`config.mk`:
```
export PLATFORM = sky130hd
export DESIGN_NAME = pong_game_sequencer
export DESIGN_NICKNAME = d
export VERILOG_FILES = /design/src/rtl/pong_game_sequencer.sv
export SDC_FILE = /design/constraint.sdc
export NUM_CORES = 1
export LEC_CHECK = 0
export ABC_AREA = 1
export BUFFER_PORTS_ARGS = -buffer_cell sky130_fd_sc_hd__buf_2
export CORE_AREA = 2 2 61 63
export CTS_CLUSTER_SIZE = 8
export DETAILED_ROUTE_END_ITERATION = 16
export DIE_AREA = 0 0 63 65
export MAX_ROUTING_LAYER = met4
export PLACE_DENSITY = 0.83
export SLEW_MARGIN = 10
export SYNTH_ARGS = -nofsm -noshare
export SYNTH_HDL_FRONTEND = slang
export SYNTH_SLANG_ARGS = --single-unit
```
`constraint.sdc`:
```
create_clock -name CLK_100MHz -period 3.9 [get_ports CLK_100MHz]
set_input_delay 0.39 -clock CLK_100MHz [delete_from_list [all_inputs] [get_ports CLK_100MHz]]
set_output_delay 0.39 -clock CLK_100MHz [all_outputs]
set_load 0.05 [all_outputs]
```
`src/rtl/pong_game_sequencer.sv`:
```
// Game-level sequencer for the paddle/ball design: walks through idle, serve,
// play and game-over phases, gates the divided movement enable to the widgets,
// detects a ball miss past the paddle line, keeps a BCD hit score and counts lives.
module pong_game_sequencer #(
    parameter int unsigned LIVES       = 3,    // lives loaded at game start (1..3)
    parameter int unsigned SERVE_TICKS = 60,   // unpaused ticks held before a serve (1..255)
    parameter int unsigned MISS_X      = 780   // right edge beyond this x is a miss
) (
    input  logic               CLK_100MHz,
    input  logic               Reset,
    input  logic               tick,
    input  logic               start,
    input  logic               pause,
    input  logic signed [10:0] ballX,
    input  logic        [8:0]  ballSizeX,
    input  logic               hit,
    output logic               widgetEn,
    output logic               ballLoad,
    output logic        [7:0]  score,
    output logic        [1:0]  lives,
    output logic        [1:0]  state,
    output logic               gameOver
);

    typedef enum logic [1:0] {
        StIdle  = 2'd0,
        StServe = 2'd1,
        StPlay  = 2'd2,
        StOver  = 2'd3
    } game_state_e;

    localparam logic [1:0]         LivesInit = 2'(LIVES);
    localparam logic [7:0]         ServeInit = 8'(SERVE_TICKS);
    localparam logic signed [11:0] MissLimit = 12'(MISS_X);

    game_state_e state_q, state_d;
    logic [7:0]  score_q, score_d;
    logic [1:0]  lives_q, lives_d;
    logic [7:0]  cnt_q, cnt_d;
    logic        load_q, load_d;
    logic        start_prev_q;

    logic               start_edge;
    logic               move;
    logic signed [11:0] reach;
    logic               miss;

    // Saturating two-digit BCD increment.
    function automatic logic [7:0] bcd_inc(input logic [7:0] v);
        logic [7:0] r;
        if (v == 8'h99) begin
            r = v;
        end else if (v[3:0] == 4'd9) begin
            r = {v[7:4] + 4'd1, 4'd0};
        end else begin
            r = {v[7:4], v[3:0] + 4'd1};
        end
        return r;
    endfunction

    // start_prev_q resets high so a button held through reset gives no edge.
    assign start_edge = start & ~start_prev_q;
    assign move       = tick & ~pause;

    // Right edge of the ball in 12-bit signed arithmetic; a negative left edge never misses.
    assign reach = {ballX[10], ballX} + $signed({3'b000, ballSizeX});
    assign miss  = move && !ballX[10] && (reach > MissLimit);

    // Movement reaches the widgets only during play, on the tick cycle itself.
    always_comb begin
        widgetEn = (state_q == StPlay) & move;
    end

    // Next-state logic for phase, score, lives, serve counter and reload pulse.
    always_comb begin
        state_d = state_q;
        score_d = score_q;
        lives_d = lives_q;
        cnt_d   = cnt_q;
        load_d  = 1'b0;
        unique case (state_q)
            StIdle, StOver: begin
                if (start_edge) begin
                    state_d = StServe;
                    score_d = 8'h00;
                    lives_d = LivesInit;
                    cnt_d   = ServeInit;
                    load_d  = 1'b1;
                end
            end
            StServe: begin
                if (move) begin
                    if (cnt_q == 8'd1) begin
                        state_d = StPlay;
                    end else begin
                        cnt_d = cnt_q - 8'd1;
                    end
                end
            end
            StPlay: begin
                // A miss wins over a coincident hit.
                if (miss) begin
                    if (lives_q > 2'd1) begin
                        lives_d = lives_q - 2'd1;
                        state_d = StServe;
                        cnt_d   = ServeInit;
                        load_d  = 1'b1;
                    end else begin
                        lives_d = 2'd0;
                        state_d = StOver;
                    end
                end else if (hit) begin
                    score_d = bcd_inc(score_q);
                end
            end
        endcase
    end

    // State registers with synchronous active-high reset.
    always_ff @(posedge CLK_100MHz) begin
        if (Reset) begin
            state_q      <= StIdle;
            score_q      <= 8'h00;
            lives_q      <= LivesInit;
            cnt_q        <= 8'd0;
            load_q       <= 1'b0;
            start_prev_q <= 1'b1;
        end else begin
            state_q      <= state_d;
            score_q      <= score_d;
            lives_q      <= lives_d;
            cnt_q        <= cnt_d;
            load_q       <= load_d;
            start_prev_q <= start;
        end
    end

    // Registered outputs for the overlay and widgets.
    always_comb begin
        ballLoad = load_q;
        score    = score_q;
        lives    = lives_q;
        state    = state_q;
        gameOver = (state_q == StOver);
    end

endmodule

```
==> impl_metrics.toml, run 1 <==
[outcome]
status = "complete, no violations"

[synth]
synth_area_leader_cell = "dfxtp_1"
netlist_top_cells_count = "nand2_1, inv_1, nand3_1, nor2_1"
syn-num-nets = 365
ys_types = 30
synth.avg_cell_area_um2 = 6.15
syn_area_mm2 = 0.00196
synth_edf_count = 0
seq_area_frac_synth = 0.225
synth_flop_cell = "dfxtp_1"
yosysTopAreaCellShare = 0.225
synthArstFlopShare = 0
yosysWarningCount = 0
yosysMostFrequentCell = "nand2_1"
synth_seq_cells = 22
ys_top_cells_by_area = "dfxtp_1, nand2_1, ha_1"
synth_cells = 319

[sta]
fin_crit_sh = 0.633
whs_ns = 0.262
min_period_ns = 2.47
fin_skew_ns = 0.00774
setup_viol = 0
relSlewSlack = 0.484
finalSetupTns_ns = 0
hold_violations = 0
grt_setup_unrepaired = "no"
drv_slew = 0
fmax_ghz = 0.405
worst_slew_pin_slew_ns = 0.768

[pwr]
p_leak_nw = 1.17
p_comb_frac = 0.303
internal_power_w = 0.000407
switching_power_w = 0.000194
vdd_ir_drop_max_uv = 278
p_seq_frac = 0.399
p_per_area_mw_per_mm2 = 267
p_sw_frac = 0.322
p_clk_frac = 0.298

[die]
die_area_mm2 = 0.00410
die_h_um = 65
chipWidth_um = 63
row_count = 22
io_pins = 41
coreArea_mm2 = 0.00350
initial_core_util = 0.561

[detailed_routing]
drc = 0
drt-pass1-iter-count = 4
post_drt_via_cell_ratio = 5.10
drt_iter0_drc = 114
dr_total_vias = 2074
wl_um = 4200
drtAntennaViolNets = 0
routedWlPerCell_um = 10.3

[placed_design]
dp_hpwl_um = 3330
port-buffer-count = 40
finalWeightedCongestion = 0.886

[global_routing]
grt_pass1_vias = 1874
grt_use_total = 0.222
grt-ovfl-total = 0
grt_antenna_before_repair = 0
grt_pass1_wl_um = 7430
grt_max_degree = 18

[job]
drv_cap = 0

[layout]
n_antenna_cell = 0
nets = 406
syn2layout_area_growth_pct = 14.6
drive_gt1_frac = 0.159
fin_util = 0.643

[setup_path]
r2r_setup_slack_ns = 1.43
path_delay_family = "simple AND/OR/NAND/NOR gates"
reg2reg_depth = 8
crit_buf_inv = 2
r2r_start = "state[0]"
path_class = "flip-flop to flip-flop"
max_stage_delay_ns = 0.69
path_cells = "inv_1 > ha_1 > inv_1 > nor2_1 > nor4_1 > nand3_1 > nand2_1 > a21oi_1"
critPathSlowestCell = "nor4_1"
worstReg2RegEnd = "score[4]"
cp-start-kind = "flip-flop"
arrival_ns = 2.67
critPathMaxFanout = 11
worst_ep_required_time_ns = 4.10
crit_path_frequent_cell = "inv_1"
critPathCaptureType = "flip-flop"

[clock_tree]
root_buffer = "clkbuf_4"
cts_buffers = 3
cts_hold_buf = 0
cts_sinks = 22
clk_pin_slew_worst_paths_ns = 0.13
cts_tree = "built"
h-tree-depth = 1
clk_latency_ns = 0.32
cts.repair.resized = 0
cts_setup_buffers = 0
cts_buffer_depth = 2

[min_path]
min_to = "start_prev_q"
min_from = "start"
hold_depth = 3
hold_path.class = "primary input to flip-flop"
## worst register-to-register path: cells and delay by family, from the launching register on
kind                       cells  cell delay (ns)
and+or+nand+nor                4             1.19
DFF                            1             0.43
buffers and inverters          2             0.37
adders and majority gates      1             0.30
AOI/OAI and AO/OA              1             0.07
## layout by cell type, fill, tap and decap left out, types with 4 or more instances in the layout
cell,netlist,routed
dfxtp_1,22,22
nor4_1,4,4
o21ai_0,6,6
a21oi_1,22,22
ha_1,19,19
nand2_1,89,89
nand3_1,41,41
nand4_1,6,6
nor2_1,29,29
nor3_1,5,5
inv_1,47,47
buf_2,0,40
## worst max path at each step
stage / startpoint / to / slack, ns / cells past startpoint
finish: state[0] / score[4] / 1.43 / 8
global route: state[0] / score[7] / 1.14 / 8
CTS: state[0] / score[4] / 1.43 / 8
detailed placement: ballX[0] / score[1] / 1.28 / 18
global placement: ballX[0] / score[1] / 1.36 / 18
floorplan: state[0] / score[4] / 1.52 / 9
## area by class of cell
| type | instances | area [um2] |
|---|---|---|
| Clock inverter | 1 | 30.0 |
| Multi-Input combinational cell | 245 | 1310 |
| Tap cell | 48 | 60.1 |
| Inverter | 48 | 180 |
| Clock buffer | 3 | 22.5 |
| Timing Repair Buffer | 40 | 200 |
| Fill cell | 356 | 1250 |
| Sequential cell | 22 | 440 |
## per-stage QoR
stage | area, um2 | cells | setup slack (ns) | total power (W)
2_1_floorplan | 1960 | 319 | 1.52 | 0.000383
3_3_place_gp | 2190 | 403 | 1.36 | 0.000420
3_5_place_dp | 2190 | 403 | 1.28 | 0.000424
4_1_cts | 2250 | 407 | 1.43 | 0.000602
5_1_grt | 2250 | 407 | 1.14 | 0.000639
6_report | 2250 | 407 | 1.43 | 0.000600
## power groups by stage
stage	sequential (W)	combinational, W	clock (W)
after floorplan	0.000251	0.000132	0
after global placement	0.000244	0.000176	0
after detailed placement	0.000245	0.000180	0
after CTS	0.000240	0.000182	0.000181
after global routing	0.000241	0.000209	0.000189
final	0.000240	0.000182	0.000179
## flip-flops by register name, summed over array words and instances, names as in the netlist
signal	count
lives	2
score	8
state	2
ballLoad	1
cnt_q	8
start_prev_q	1
## cells by family (layout without fill, tap and decap cells)
kind of cell	after synthesis	after routing	synth area share
and+or+nand+nor	188	188	0.431
buffers and inverters	52	92	0.105
AOI/OAI and AO/OA	33	33	0.0900
DFF	22	22	0.225
adders and majority gates	20	20	0.131
xor gates and xnor gates	4	4	0.0179
## routing by layer
layer / up-vias / GRT usage / share of wire
li1: 1112 / - / -
met1: 910 / 0.268 / 0.46
met2: 48 / 0.395 / 0.49
met3: 4 / 0.0243 / 0.041
met4: 0 / 0.0583 / 0.0083
met5: - / - / 0
No activity file was read; power rests on OpenSTA's default activity.
==> run 2, diff against run 1 <==
--- a/config.mk
+++ b/config.mk
@@ -7,12 +7,12 @@
 export LEC_CHECK = 0
 export ABC_AREA = 1
 export BUFFER_PORTS_ARGS = -buffer_cell sky130_fd_sc_hd__buf_2
-export CORE_AREA = 2 2 61 63
+export CORE_AREA = 2 2 63 65
 export CTS_CLUSTER_SIZE = 8
 export DETAILED_ROUTE_END_ITERATION = 16
-export DIE_AREA = 0 0 63 65
+export DIE_AREA = 0 0 65 67
 export MAX_ROUTING_LAYER = met4
-export PLACE_DENSITY = 0.83
+export PLACE_DENSITY = 0.78
 export SLEW_MARGIN = 10
 export SYNTH_ARGS = -nofsm -noshare
 export SYNTH_HDL_FRONTEND = slang
==> constraint.sdc (replaced) <==
create_clock -name CLK_100MHz -period 2.46 [get_ports CLK_100MHz]
set_input_delay 0.246 -clock CLK_100MHz [delete_from_list [all_inputs] [get_ports CLK_100MHz]]
set_output_delay 0.246 -clock CLK_100MHz [all_outputs]
set_load 0.05 [all_outputs]
==> impl_metrics.toml, run 2 (synthesis results as in run 1) <==
[sta]
fmax_ghz = 0.468
fin_skew_ns = 0.00334
drv_slew = 0
grt_setup_unrepaired = "no"
worst_slew_pin_slew_ns = 0.413
relSlewSlack = 0.724
finalSetupTns_ns = 0
fin_crit_sh = 0.868
whs_ns = 0.185
setup_viol = 0
min_period_ns = 2.14
hold_violations = 0

[clock_tree]
clk_latency_ns = 0.27
cts.repair.resized = 0
root_buffer = "clkbuf_8"
clk_pin_slew_worst_paths_ns = 0.08
cts_tree = "built"
cts_buffer_depth = 2
cts_hold_buf = 0
cts_setup_buffers = 0
cts_sinks = 22
cts_buffers = 3
h-tree-depth = 1

[layout]
final_common_cell = "nand2_1"
fill_cells = 337
n_antenna_cell = 0
drive_gt1_frac = 0.168
nets = 410
final_cell_count_no_fill = 411
layout_common_cells = "nand2_1, inv_1, nand3_1"
multi_input_area_mm2 = 0.00131
syn2layout_area_growth_pct = 16.3
design_area_mm2 = 0.00228
regArea_um2 = 440

[setup_path]
max_stage_delay_ns = 0.38
worstReg2RegEnd = "score[4]"
path_cells = "buf_2 > ha_1 > inv_1 > fa_1 > inv_1 > nand3_1 > nand2_1 > nand2_1 > nand2_1 > nand2_1 > nand2_1 > nand3_1 > nand2_1 > nand2_2 > nand2_2 > nand2_4 > nand2_2 > nand2_1 > nand2_1 > nor2_1"
critPathMaxFanout = 16
worst_ep_required_time_ns = 2.63
path_class = "primary input to flip-flop"
cp-start-kind = "primary input"
crit_path_frequent_cell = "nand2_1"
r2r_start = "state[0]"
r2r_setup_slack_ns = 0.35
critPathSlowestCell = "fa_1"
arrival_ns = 2.30
reg2reg_depth = 9
critPathCaptureType = "flip-flop"

[placed_design]
port-buffer-count = 40
dp_hpwl_um = 3240
finalWeightedCongestion = 0.840
dp.cells = 407
placed_cell_area_mm2 = 0.00222

[detailed_routing]
drt_iter0_drc = 106
routedWlPerCell_um = 10.0
drtAntennaViolNets = 0
wl_um = 4110
drc = 0
post_drt_via_cell_ratio = 5.00
drt-pass1-iter-count = 4
dr_total_vias = 2053

[die]
die_area_mm2 = 0.00436
initial_core_util = 0.544
chipWidth_um = 65
io_pins = 41
die_h_um = 67
row_count = 22
coreArea_mm2 = 0.00361

[global_routing]
grt-ovfl-total = 0
grt_pass1_vias = 1623
grt_antenna_before_repair = 0
grt_use_total = 0.199
grt_pass1_wl_um = 6790
grt_max_degree = 18

[min_path]
hold_path.class = "primary input to flip-flop"
hold_depth = 3
min_to = "start_prev_q"
min_from = "start"

[pwr]
p_per_area_mw_per_mm2 = 409
vdd_ir_drop_max_uv = 416
p_leak_nw = 1.19

[job]
drv_cap = 0

[outcome]
status = "complete, no violations"
-- run 2: worst max-delay path by stage --
stage,startpoint,endpoint,slack [ns],cells past startpoint
detailed placement,ballX[0],cnt_q[1],0.07,20
floorplan,state[0],score[4],0.08,9
CTS,state[0],score[5],0.34,9
global placement,ballX[0],cnt_q[1],0.12,20
finish,ballX[0],cnt_q[1],0.32,20
global route,ballX[0],cnt_q[4],0.06,19
-- run 2: per-layer routing --
metal  GRT usage  part of all wire  vias to the layer above
li1            -                 -                     1120
met1       0.272              0.51                      891
met2       0.311              0.44                       38
met3      0.0304             0.039                        4
met4      0.0426            0.0054                        0
met5           -                 0                        -
-- run 2: metrics by stage --
step	total power [W]	utilization	setup slack, ns
floorplan	0.000607	-	0.0804
global placement	0.000672	0.617	0.123
detailed placement	0.000674	0.617	0.0704
CTS	0.000939	0.632	0.338
global route	0.000995	0.632	0.0596
finish	0.000933	0.632	0.325
-- run 2: report_power, final --
group / internal [W] / switching (W) / leakage, nW / total (W)
Clock: 0.000143 / 0.000122 / 0.0288 / 0.000265
Combinational: 0.000114 / 0.000175 / 0.979 / 0.000289
Sequential: 0.000368 / 0.0000108 / 0.179 / 0.000379
-- run 2: critical path, delay by kind of cell --
family | cells | cell delay [ns]
fa+ha+maj | 2 | 0.56
buf+inv | 3 | 0.22
simple gates | 15 | 1.27
-- run 2: area by class of cell --
class	count	share of cell area
sequential	22	0.193
tap	48	0.0263
timing repair buffer	44	0.101
multi-input combinational	245	0.576
clock buffer	4	0.0241
inverter	48	0.0790
